### src/rtl/seq_divider.sv
// rtl/seq_divider.sv - sequential restoring divider (DIV/DIVU), one quotient bit per clock
module seq_divider #(
    parameter int WIDTH = 32,
    parameter int CNT_W = 5
) (
    input  logic             Clk,
    input  logic             Reset,
    input  logic             Start,
    input  logic             Signed,
    input  logic [WIDTH-1:0] Dividend,
    input  logic [WIDTH-1:0] Divisor,
    output logic             Busy,
    output logic             Done,
    output logic [WIDTH-1:0] Quotient,
    output logic [WIDTH-1:0] Remainder,
    output logic             DivZero
);

    typedef enum logic [1:0] {
        S_IDLE = 2'd0,
        S_RUN  = 2'd1,
        S_FIX  = 2'd2
    } state_t;

    state_t             r_state;
    state_t             w_next_state;
    logic               w_load;
    logic               w_iter;
    logic               w_finish;

    logic               r_busy;
    logic               r_done;
    logic [WIDTH-1:0]   r_quot;
    logic [WIDTH-1:0]   r_rem;
    logic               r_divzero;

    // Working registers. The partial remainder is conceptually WIDTH+1 bits,
    // but after every iteration it is strictly below the divisor magnitude,
    // so its top bit is always zero and only WIDTH bits are stored.
    logic [WIDTH-1:0]   r_q;
    logic [WIDTH-1:0]   r_d;
    logic [WIDTH-1:0]   r_p;
    logic [CNT_W-1:0]   r_cnt;
    logic               r_negq;
    logic               r_negr;
    logic               r_dz;
    logic [WIDTH-1:0]   r_dividend_raw;

    logic               w_dvd_neg;
    logic               w_dvs_neg;
    logic [WIDTH-1:0]   w_dividend_abs;
    logic [WIDTH-1:0]   w_divisor_abs;
    logic [WIDTH:0]     w_shift;
    logic [WIDTH:0]     w_trial;
    logic               w_take;
    logic [WIDTH-1:0]   w_quot_fix;
    logic [WIDTH-1:0]   w_rem_fix;

    // Operand magnitudes; unsigned requests pass the raw values through.
    always_comb begin
        w_dvd_neg      = Signed & Dividend[WIDTH-1];
        w_dvs_neg      = Signed & Divisor[WIDTH-1];
        w_dividend_abs = w_dvd_neg ? (-Dividend) : Dividend;
        w_divisor_abs  = w_dvs_neg ? (-Divisor) : Divisor;
    end

    // One restoring step: shift {P,Q} left, trial-subtract D, keep if non-negative.
    always_comb begin
        w_shift = {r_p, r_q[WIDTH-1]};
        w_trial = w_shift - {1'b0, r_d};
        w_take  = ~w_trial[WIDTH];
    end

    // Sign correction applied when the result is published.
    always_comb begin
        w_quot_fix = r_negq ? (-r_q) : r_q;
        w_rem_fix  = r_negr ? (-r_p) : r_p;
    end

    // State register plus a registered Busy that tracks the upcoming state.
    always_ff @(posedge Clk) begin
        if (Reset) begin
            r_state <= S_IDLE;
            r_busy  <= 1'b0;
        end else begin
            r_state <= w_next_state;
            r_busy  <= (w_next_state != S_IDLE);
        end
    end

    // Next-state logic and per-state datapath strobes.
    always_comb begin
        w_next_state = r_state;
        w_load       = 1'b0;
        w_iter       = 1'b0;
        w_finish     = 1'b0;
        case (r_state)
            S_IDLE: begin
                if (Start) begin
                    w_next_state = S_RUN;
                    w_load       = 1'b1;
                end
            end
            S_RUN: begin
                w_iter = 1'b1;
                if (r_cnt == '0) begin
                    w_next_state = S_FIX;
                end
            end
            S_FIX: begin
                w_finish     = 1'b1;
                w_next_state = S_IDLE;
            end
            default: begin
                w_next_state = S_IDLE;
            end
        endcase
    end

    // Datapath: operand capture, iteration, and result publication.
    always_ff @(posedge Clk) begin
        if (Reset) begin
            r_q            <= '0;
            r_d            <= '0;
            r_p            <= '0;
            r_cnt          <= '0;
            r_negq         <= 1'b0;
            r_negr         <= 1'b0;
            r_dz           <= 1'b0;
            r_dividend_raw <= '0;
            r_quot         <= '0;
            r_rem          <= '0;
            r_divzero      <= 1'b0;
            r_done         <= 1'b0;
        end else begin
            r_done <= 1'b0;
            if (w_load) begin
                r_q            <= w_dividend_abs;
                r_d            <= w_divisor_abs;
                r_p            <= '0;
                r_cnt          <= CNT_W'(WIDTH - 1);
                r_negq         <= w_dvd_neg ^ w_dvs_neg;
                r_negr         <= w_dvd_neg;
                r_dz           <= (Divisor == '0);
                r_dividend_raw <= Dividend;
            end
            if (w_iter) begin
                if (w_take) begin
                    r_p <= w_trial[WIDTH-1:0];
                    r_q <= {r_q[WIDTH-2:0], 1'b1};
                end else begin
                    r_p <= w_shift[WIDTH-1:0];
                    r_q <= {r_q[WIDTH-2:0], 1'b0};
                end
                r_cnt <= r_cnt - 1'b1;
            end
            if (w_finish) begin
                r_done <= 1'b1;
                if (r_dz) begin
                    // Divide by zero: all-ones quotient, untouched dividend as remainder.
                    r_quot    <= '1;
                    r_rem     <= r_dividend_raw;
                    r_divzero <= 1'b1;
                end else begin
                    r_quot    <= w_quot_fix;
                    r_rem     <= w_rem_fix;
                    r_divzero <= 1'b0;
                end
            end
        end
    end

    assign Busy      = r_busy;
    assign Done      = r_done;
    assign Quotient  = r_quot;
    assign Remainder = r_rem;
    assign DivZero   = r_divzero;

endmodule

### config.mk
export PLATFORM = sky130hd
export DESIGN_NAME = seq_divider
export DESIGN_NICKNAME = d
export VERILOG_FILES = /design/src/rtl/seq_divider.sv
export SDC_FILE = /design/constraint.sdc
export NUM_CORES = 1
export LEC_CHECK = 0
export ABC_AREA = 1
export BUFFER_PORTS_ARGS = -buffer_cell sky130_fd_sc_hd__buf_2
export CAP_MARGIN = 0
export CORE_MARGIN = 10
export CORE_UTILIZATION = 30
export DETAILED_ROUTE_END_ITERATION = 7
export PLACE_DENSITY_LB_ADDON = 0.1
export SYNTH_ARGS = -nofsm -noshare
export SYNTH_HDL_FRONTEND = slang
export SYNTH_SLANG_ARGS = --single-unit
### constraint.sdc
create_clock -name Clk -period 3.27 [get_ports Clk]
set_input_delay 0.654 -clock Clk [delete_from_list [all_inputs] [get_ports Clk]]
set_output_delay 0.654 -clock Clk [all_outputs]
set_load 0.01 [all_outputs]
==> results of run 1 <==
==> per-stage QoR <==
stage	instance area, um2	util
global placement	15400	0.331
global route	16200	0.350
floorplan	14100	-
detailed placement	15400	0.331
finish	16200	0.350
CTS	16200	0.350
==> worst max path at each step <==
| stage | start | to | slack [ns] |
|---|---|---|---|
| floorplan | r_q[31] | r_p[1] | 1.0 |
| global placement | Divisor[0] | r_d[26] | 0.62 |
| detailed placement | Divisor[0] | r_d[26] | 0.63 |
| CTS | r_p[0] | r_p[10] | 0.64 |
| global route | r_q[31] | r_p[0] | 0.40 |
| finish | r_p[8] | r_p[10] | 0.63 |
==> state kept, by name, indices dropped and copies added, names as in the netlist <==
| name | count |
|---|---|
| r_cnt | 5 |
| r_d | 32 |
| Busy | 1 |
| r_q | 32 |
| Quotient | 32 |
| r_negq | 1 |
| r_state | 2 |
| Done | 1 |
| DivZero | 1 |
| r_dz | 1 |
| r_negr | 1 |
| r_p | 32 |
| r_dividend_raw | 32 |
| Remainder | 32 |
==> cells by family (layout without fill, tap and decap cells) <==
group / count (synthesis) / in the layout
compound gates: 411 / 411
xor+xnor: 50 / 50
fa+ha+maj: 38 / 38
buf+inv: 460 / 576
simple gates: 1117 / 1117
flops: 205 / 205
==> routing by layer <==
metal | vias to the layer above | routed length, um | GRT usage
met5 | - | 23 | 0
met3 | 75 | 2750 | 0.0271
met1 | 6808 | 26500 | 0.259
li1 | 7568 | - | -
met4 | 4 | 1580 | 0.0616
met2 | 355 | 25000 | 0.309
==> cell usage in the layout (no fill, tap or decap), types with 17 or more instances in the layout <==
cell type / netlist / final
a21oi_1: 130 / 130
a31oi_1: 35 / 35
buf_2: 7 / 133
buf_4: 2 / 23
clkbuf_16: 0 / 27
dfxtp_1: 205 / 205
ha_1: 37 / 37
inv_1: 358 / 357
nand2_1: 575 / 575
nand2_2: 21 / 21
nand3_1: 172 / 171
nand4_1: 22 / 22
nor2_1: 226 / 224
nor3_1: 34 / 34
o21ai_0: 139 / 139
o221ai_1: 18 / 18
xnor2_1: 17 / 17
xor2_1: 33 / 33
==> cell type report <==
| type | instances | area [um2] |
|---|---|---|
| fill | 5228 | 30200 |
| multi-input combinational | 1616 | 8240 |
| sequential | 205 | 4100 |
| inverter | 372 | 1400 |
| timing repair buffer | 157 | 858 |
| clock buffer | 37 | 783 |
| tap | 607 | 759 |
| clock inverter | 10 | 95.1 |
==> power by group through the flow <==
stage               Clock [mW]  Sequential (mW)  Combinational, mW
global placement             0             2.85               2.49
finish                    2.97             2.80               2.49
detailed placement           0             2.85               2.48
global route              3.15             2.82               2.81
floorplan                    0             2.80               1.75
CTS                       3.05             2.80               2.49
==> worst min-delay path: cells and delay by family <==
kind                   cells  cell delay (ns)
buffers and inverters      1             0.12
AO/OA/AOI/OAI              1             0.08
AND/OR/NAND/NOR            1             0.08
==> reports/qor.csv, run 1 <==
stage,metric,value,unit
critical_path,reg2reg path depth,13,
logic_synthesis,complex-gate fraction of the synthesized area,0.169,
floorplan,die footprint,56100,um2
logic_synthesis,Yosys top cell area share,0.291,
power_and_ir_drop,P_int,5.15,mW
flow_run,Max-Cap Viols,0,
power_and_ir_drop,switching part of the total,0.376,
clock_tree,Clock Tree Root,clkbuf_16,
timing,"Hold Vio Cnt, Final",0,
power_and_ir_drop,leakage power,7.92,nW
floorplan,num rows,79,
power_and_ir_drop,Pwr Total,8.26,mW
worst_hold_path,hold path cells,3,
detailed_routing,WL per Instance,18.6,um
clock_tree,post-CTS setup repair buffer count,0,
critical_path,"Max stage delay cell, worst path",dfxtp_1,
critical_path,crit-path leading delay family,simple AND/OR/NAND/NOR gates,
logic_synthesis,Syn Area/Cell,6.18,um2
worst_hold_path,Hold Crit Class,in2reg,
clock_tree,htree depth,1,
clock_tree,CTS tree,built,
placed_design,I/O Buffers,134,
placed_design,DP Cell Count,2957,
logic_synthesis,post-synthesis sequential area ratio,0.291,
final_layout,area delta synth->final,15.2,%
timing,unrepaired setup endpoints after global routing,false,
placed_design,global placer's final weighted congestion,0.937,
floorplan,die height,237,um
timing,Max Transition Viols Final,0,
logic_synthesis,main combinational cell family by area after synthesis,simple AND/OR/NAND/NOR gates,
timing,clk_skew,0.0290,ns
critical_path,Critical Path Max Stage Delay,0.49,ns
logic_synthesis,top-count cell post-synth,nand2_1,
clock_tree,Clock Pin Slew Worst Setup and Hold Paths,0.06,ns
power_and_ir_drop,Psw,3.11,mW
logic_synthesis,prevailing post-synth register cell,dfxtp_1,
outcome,outcome,"finished, final reports clean",
global_routing,pin count of the biggest net entering global routing,78,
detailed_routing,Antenna Violating Nets Remaining,0,
detailed_routing,DRT Wirelength,55.9,mm
global_routing,total global routing overflow,0,
clock_tree,Num CTS Buffers,27,
clock_tree,clock net sink count,205,
timing,worst setup margin,0.634,ns
timing,maximum clock rate,379,MHz
power_and_ir_drop,Comb pwr share,0.302,
global_routing,first-pass GRT wire length,85.7,mm
critical_path,Crit path arrival time,3.03,ns
logic_synthesis,Netlist Area Pre-Place,14100,um2
critical_path,critical path launch point type,flip-flop,
final_layout,share of layout cells above drive strength 1,0.121,
placed_design,Place WS,0.629,ns
critical_path,"Critical Path, Cell by Cell",ha_1 -> nand2_1 -> nand2_1 -> nand2_1 -> nand2_2 -> a21oi_2 -> nand2_4 -> nand2_8 -> nand3_4 -> nand2_4 -> nand2_1 -> nand3_1 -> a21oi_1,
placed_design,DP HPWL,43.6,mm
detailed_routing,Detailed Route Iter0 Violations,1070,
timing,post-route setup TNS,0,ns
final_layout,Final Non-Filler Cells,3004,
clock_tree,CTS max path bufs,3,
clock_tree,insertion delay to the later sink of the worst-skew pair,0.57,ns
logic_synthesis,Synthesized Nets,2387,
power_and_ir_drop,Max VDD drop,0.435,mV
final_layout,antenna diode count,0,
logic_synthesis,synthesis warning total,0,
detailed_routing,DRC,0,
critical_path,CP bufs+invs,0,
critical_path,CP endpoint kind,flip-flop,
timing,crit share post-route,0.806,
final_layout,fin nets,2485,
logic_synthesis,largest cells by area after synthesis,"dfxtp_1 (29%), nand2_1 (15%), inv_1 (9.5%)",
timing,minimum clock period,2.64,ns
critical_path,slack of the worst reg-to-reg path,0.63,ns
logic_synthesis,post-synthesis register bit count,205,
logic_synthesis,xor/xnor share of the synthesized area,0.0311,
detailed_routing,First-pass DRT Iterations,5,
detailed_routing,Vias,14810,
logic_synthesis,"Distinct cells, synth",52,
logic_synthesis,fraction of the mapped netlist area in adder cells,0.0343,
floorplan,io pins,135,
critical_path,WP data required,3.66,ns
power_and_ir_drop,clock network power share,0.360,
critical_path,end of the worst register-to-register path,r_p[10],
clock_tree,post-CTS sizing,0,
logic_synthesis,post-synthesis simple-gate area fraction,0.348,
logic_synthesis,Synth area leader,dfxtp_1,
logic_synthesis,Syn Inst Count,2281,
logic_synthesis,mux contribution to synthesized area,0,
floorplan,Initial Util,0.303,
timing,final setup violation count,0,
global_routing,gr usage total,0.192,
timing,Slew headroom,0.257,
detailed_routing,Vias/cell,4.93,
timing,measured slew at the worst slew-check pin,1.11,ns
timing,Hold WS,0.414,ns
logic_synthesis,asr flop ratio synth,0,
critical_path,Critical R2R Launch,r_p[8],
logic_synthesis,number of flops mapped to enable cells by yosys,0,
logic_synthesis,most frequent cells after synthesis,"nand2_1 (575), inv_1 (358), nor2_1 (226), dfxtp_1 (205), nand3_1 (172)",
clock_tree,hold bufs inserted after CTS,0,
floorplan,core area,46500,um2
critical_path,Critical Path Fanout Max,23,
worst_hold_path,Hold EP,r_q[29],
global_routing,initial antenna violation count,3,
critical_path,most frequent CP cell,nand2_1,
critical_path,critical path class,reg2reg,
worst_hold_path,hold path start,Dividend[29],
power_and_ir_drop,sequential share of power,0.339,
floorplan,Die Wd,237,um
global_routing,vias in the first global route,14376,
critical_path,Crit. path cell count,13,
power_and_ir_drop,power per cell area,509,nW/um2
No activity file was read; power rests on OpenSTA's default activity.
==> inputs of run 2 (changes only) <==
==> constraint.sdc (replaced) <==
create_clock -name Clk -period 2.3 [get_ports Clk]
set_input_delay 0.46 -clock Clk [delete_from_list [all_inputs] [get_ports Clk]]
set_output_delay 0.46 -clock Clk [all_outputs]
set_load 0.01 [all_outputs]
==> run 2 against run 1 <==
  * Power rose by 46%
  * First-iteration DRC count decreased by 10%
  * Critical path type unchanged
  * Die area unchanged
  * Highest routed layer unchanged
  * Flip-flop and latch count unchanged
==> reports/qor.csv, run 2 (synthesized netlist as in run 1, its figures left out) <==
stage,metric,value,unit,change
floorplan,core area,46500,um2,unchanged
clock_tree,Clock Pin Slew Worst Setup and Hold Paths,0.06,ns,about the same
timing,measured slew at the worst slew-check pin,0.610,ns,was 1.11 ns
detailed_routing,Antenna Violating Nets Remaining,0,,unchanged
critical_path,CP endpoint kind,flip-flop,,unchanged
clock_tree,CTS tree,built,,unchanged
critical_path,Critical Path Fanout Max,6,,was 23
clock_tree,CTS max path bufs,3,,unchanged
placed_design,DP HPWL,43.5,mm,was 43.6 mm
placed_design,I/O Buffers,134,,unchanged
final_layout,fin nets,2602,,"was 2,485"
final_layout,area delta synth->final,25.8,%,was 15.2%
global_routing,vias in the first global route,14880,,"was 14,376"
final_layout,most frequent cells in the layout,"nand2_1 (558), inv_1 (347), nor2_1 (217), dfxtp_1 (202), nand3_1 (159)",,"was nand2_1 (575), inv_1 (357), nor2_1 (224), dfxtp_1 (205), nand3_1 (171)"
timing,minimum clock period,2.27,ns,was 2.64 ns
power_and_ir_drop,power per cell area,678,nW/um2,was 509 nW/um2
flow_run,Max-Cap Viols,0,,unchanged
clock_tree,htree depth,1,,unchanged
global_routing,total global routing overflow,0,,unchanged
detailed_routing,Vias/cell,4.87,,was 4.93
clock_tree,clock net sink count,205,,unchanged
final_layout,antenna diode count,0,,unchanged
power_and_ir_drop,leakage power,8.61,nW,was 7.92 nW
detailed_routing,DRT Wirelength,56.1,mm,was 55.9 mm
global_routing,gr usage total,0.190,,was 0.192
timing,"Hold Vio Cnt, Final",0,,unchanged
timing,crit share post-route,0.986,,was 0.806
timing,clk_skew,0.0106,ns,was 0.0290 ns
clock_tree,hold bufs inserted after CTS,0,,unchanged
timing,maximum clock rate,441,MHz,was 379 MHz
detailed_routing,First-pass DRT Iterations,6,,was 5
final_layout,"commonest non-fill, non-tap cell in the layout",nand2_1,,unchanged
final_layout,share of layout cells above drive strength 1,0.196,,was 0.121
critical_path,critical path class,reg2reg,,unchanged
global_routing,first-pass GRT wire length,85.3,mm,was 85.7 mm
floorplan,Initial Util,0.303,,unchanged
clock_tree,Clock Tree Root,clkbuf_16,,unchanged
timing,post-route setup TNS,0,ns,unchanged
timing,final setup violation count,0,,unchanged
clock_tree,Num CTS Buffers,25,,was 27
outcome,outcome,"finished, final reports clean",,unchanged
floorplan,die height,237,um,unchanged
detailed_routing,Vias,15185,,"was 14,810"
floorplan,num rows,79,,unchanged
clock_tree,insertion delay to the later sink of the worst-skew pair,0.54,ns,was 0.57 ns
critical_path,critical path launch point type,flip-flop,,unchanged
power_and_ir_drop,Max VDD drop,0.567,mV,was 0.435 mV
placed_design,global placer's final weighted congestion,0.896,,was 0.937
global_routing,pin count of the biggest net entering global routing,96,,was 78
timing,unrepaired setup endpoints after global routing,true,,was false
floorplan,Die Wd,237,um,unchanged
floorplan,die footprint,56100,um2,unchanged
final_layout,area occupied by multi-input gates,8790,um2,was 8240 um2
critical_path,Crit path arrival time,2.73,ns,was 3.03 ns
detailed_routing,DRC,0,,unchanged
global_routing,initial antenna violation count,1,,was 3
critical_path,WP data required,2.76,ns,was 3.66 ns
floorplan,io pins,135,,unchanged
detailed_routing,WL per Instance,18.0,um,was 18.6 um
placed_design,area post-placement,16300,um2,"was 15,400 um2"
timing,Max Transition Viols Final,0,,unchanged
detailed_routing,Detailed Route Iter0 Violations,961,,"was 1,070"
final_layout,fill count,5025,,"was 5,228"
timing,Slew headroom,0.592,,was 0.257
final_layout,sequential cell area,4110,um2,was 4100 um2
worst_hold_path,Hold Crit Class,in2reg,,unchanged
final_layout,post-route cell area,17700,um2,"was 16,200 um2"
[run 2: where the power goes]
part | total (mW) | leakage (nW) | switching (mW) | internal [mW]
logic | 4.28 | 6.56 | 2.72 | 1.56
clock network | 3.78 | 0.374 | 1.63 | 2.15
registers | 3.96 | 1.68 | 0.175 | 3.78
[run 2: worst paths after layout]
kind,from,depth (start not counted),slack [ns],endpoint
setup / recovery,r_q[31],17,0.03,r_p[24]
hold reg to reg,r_dividend_raw[22],2,0.45,r_dividend_raw[22]
hold / removal,Divisor[10],3,0.25,r_d[10]
setup reg to reg,r_q[31],17,0.03,r_p[24]
[run 2: critical path: stages, from the launching register on]
cell and delay [ns]:
dfxtp_2 0.33, inv_2 0.05, ha_4 0.16, fa_2 0.40
inv_2 0.07, nand2_2 0.04, nand2_2 0.06, nand3_2 0.08
nand2_4 0.09, nand2_4 0.05, nand2_4 0.08, nand2_8 0.08
nand2_8 0.10, nand2_8 0.10, clkbuf_16 0.20, nand3_2 0.05
nand3_1 0.09, a21oi_2 0.14
[run 2: metal layers]
layer  track usage  wire (um)  up-vias
met5             0          8        -
met4        0.0461       1130        2
met3        0.0230       2200       56
met2         0.311      25500      319
met1         0.260      27300     7021
li1              -          -     7787
[run 2: area by class of cell]
| type | count | area share |
|---|---|---|
| clock inverter | 9 | 0.00296 |
| clock buffer | 35 | 0.0402 |
| tap | 607 | 0.0428 |
| inverter | 372 | 0.0788 |
| multi-input combinational | 1617 | 0.496 |
| timing repair buffer | 275 | 0.108 |
| sequential | 205 | 0.232 |
[run 2: metrics by stage]
stage	hold WS (ns)	total power [mW]	setup WS [ns]	std cells	utilization
finish	0.246	12.0	0.0313	3120	0.382
detailed placement	0.448	7.98	-0.0969	3067	0.350
global placement	0.439	7.97	-0.0776	3067	0.350
CTS	0.223	11.8	0.00417	3111	0.367
floorplan	0.422	6.48	0.0272	2281	-
global route	0.241	12.8	-0.0692	3120	0.382
[run 2: timing repair]
| item | in CTS | in global routing |
|---|---|---|
| pin swaps | 0 | 28 |
| setup buffers | 0 | 3 |
| endpoints found under the hold margin | 0 | 0 |
| setup endpoints to repair | 32 | 44 |
| gates cloned | 0 | 6 |
| gates resized for setup | 5 | 101 |
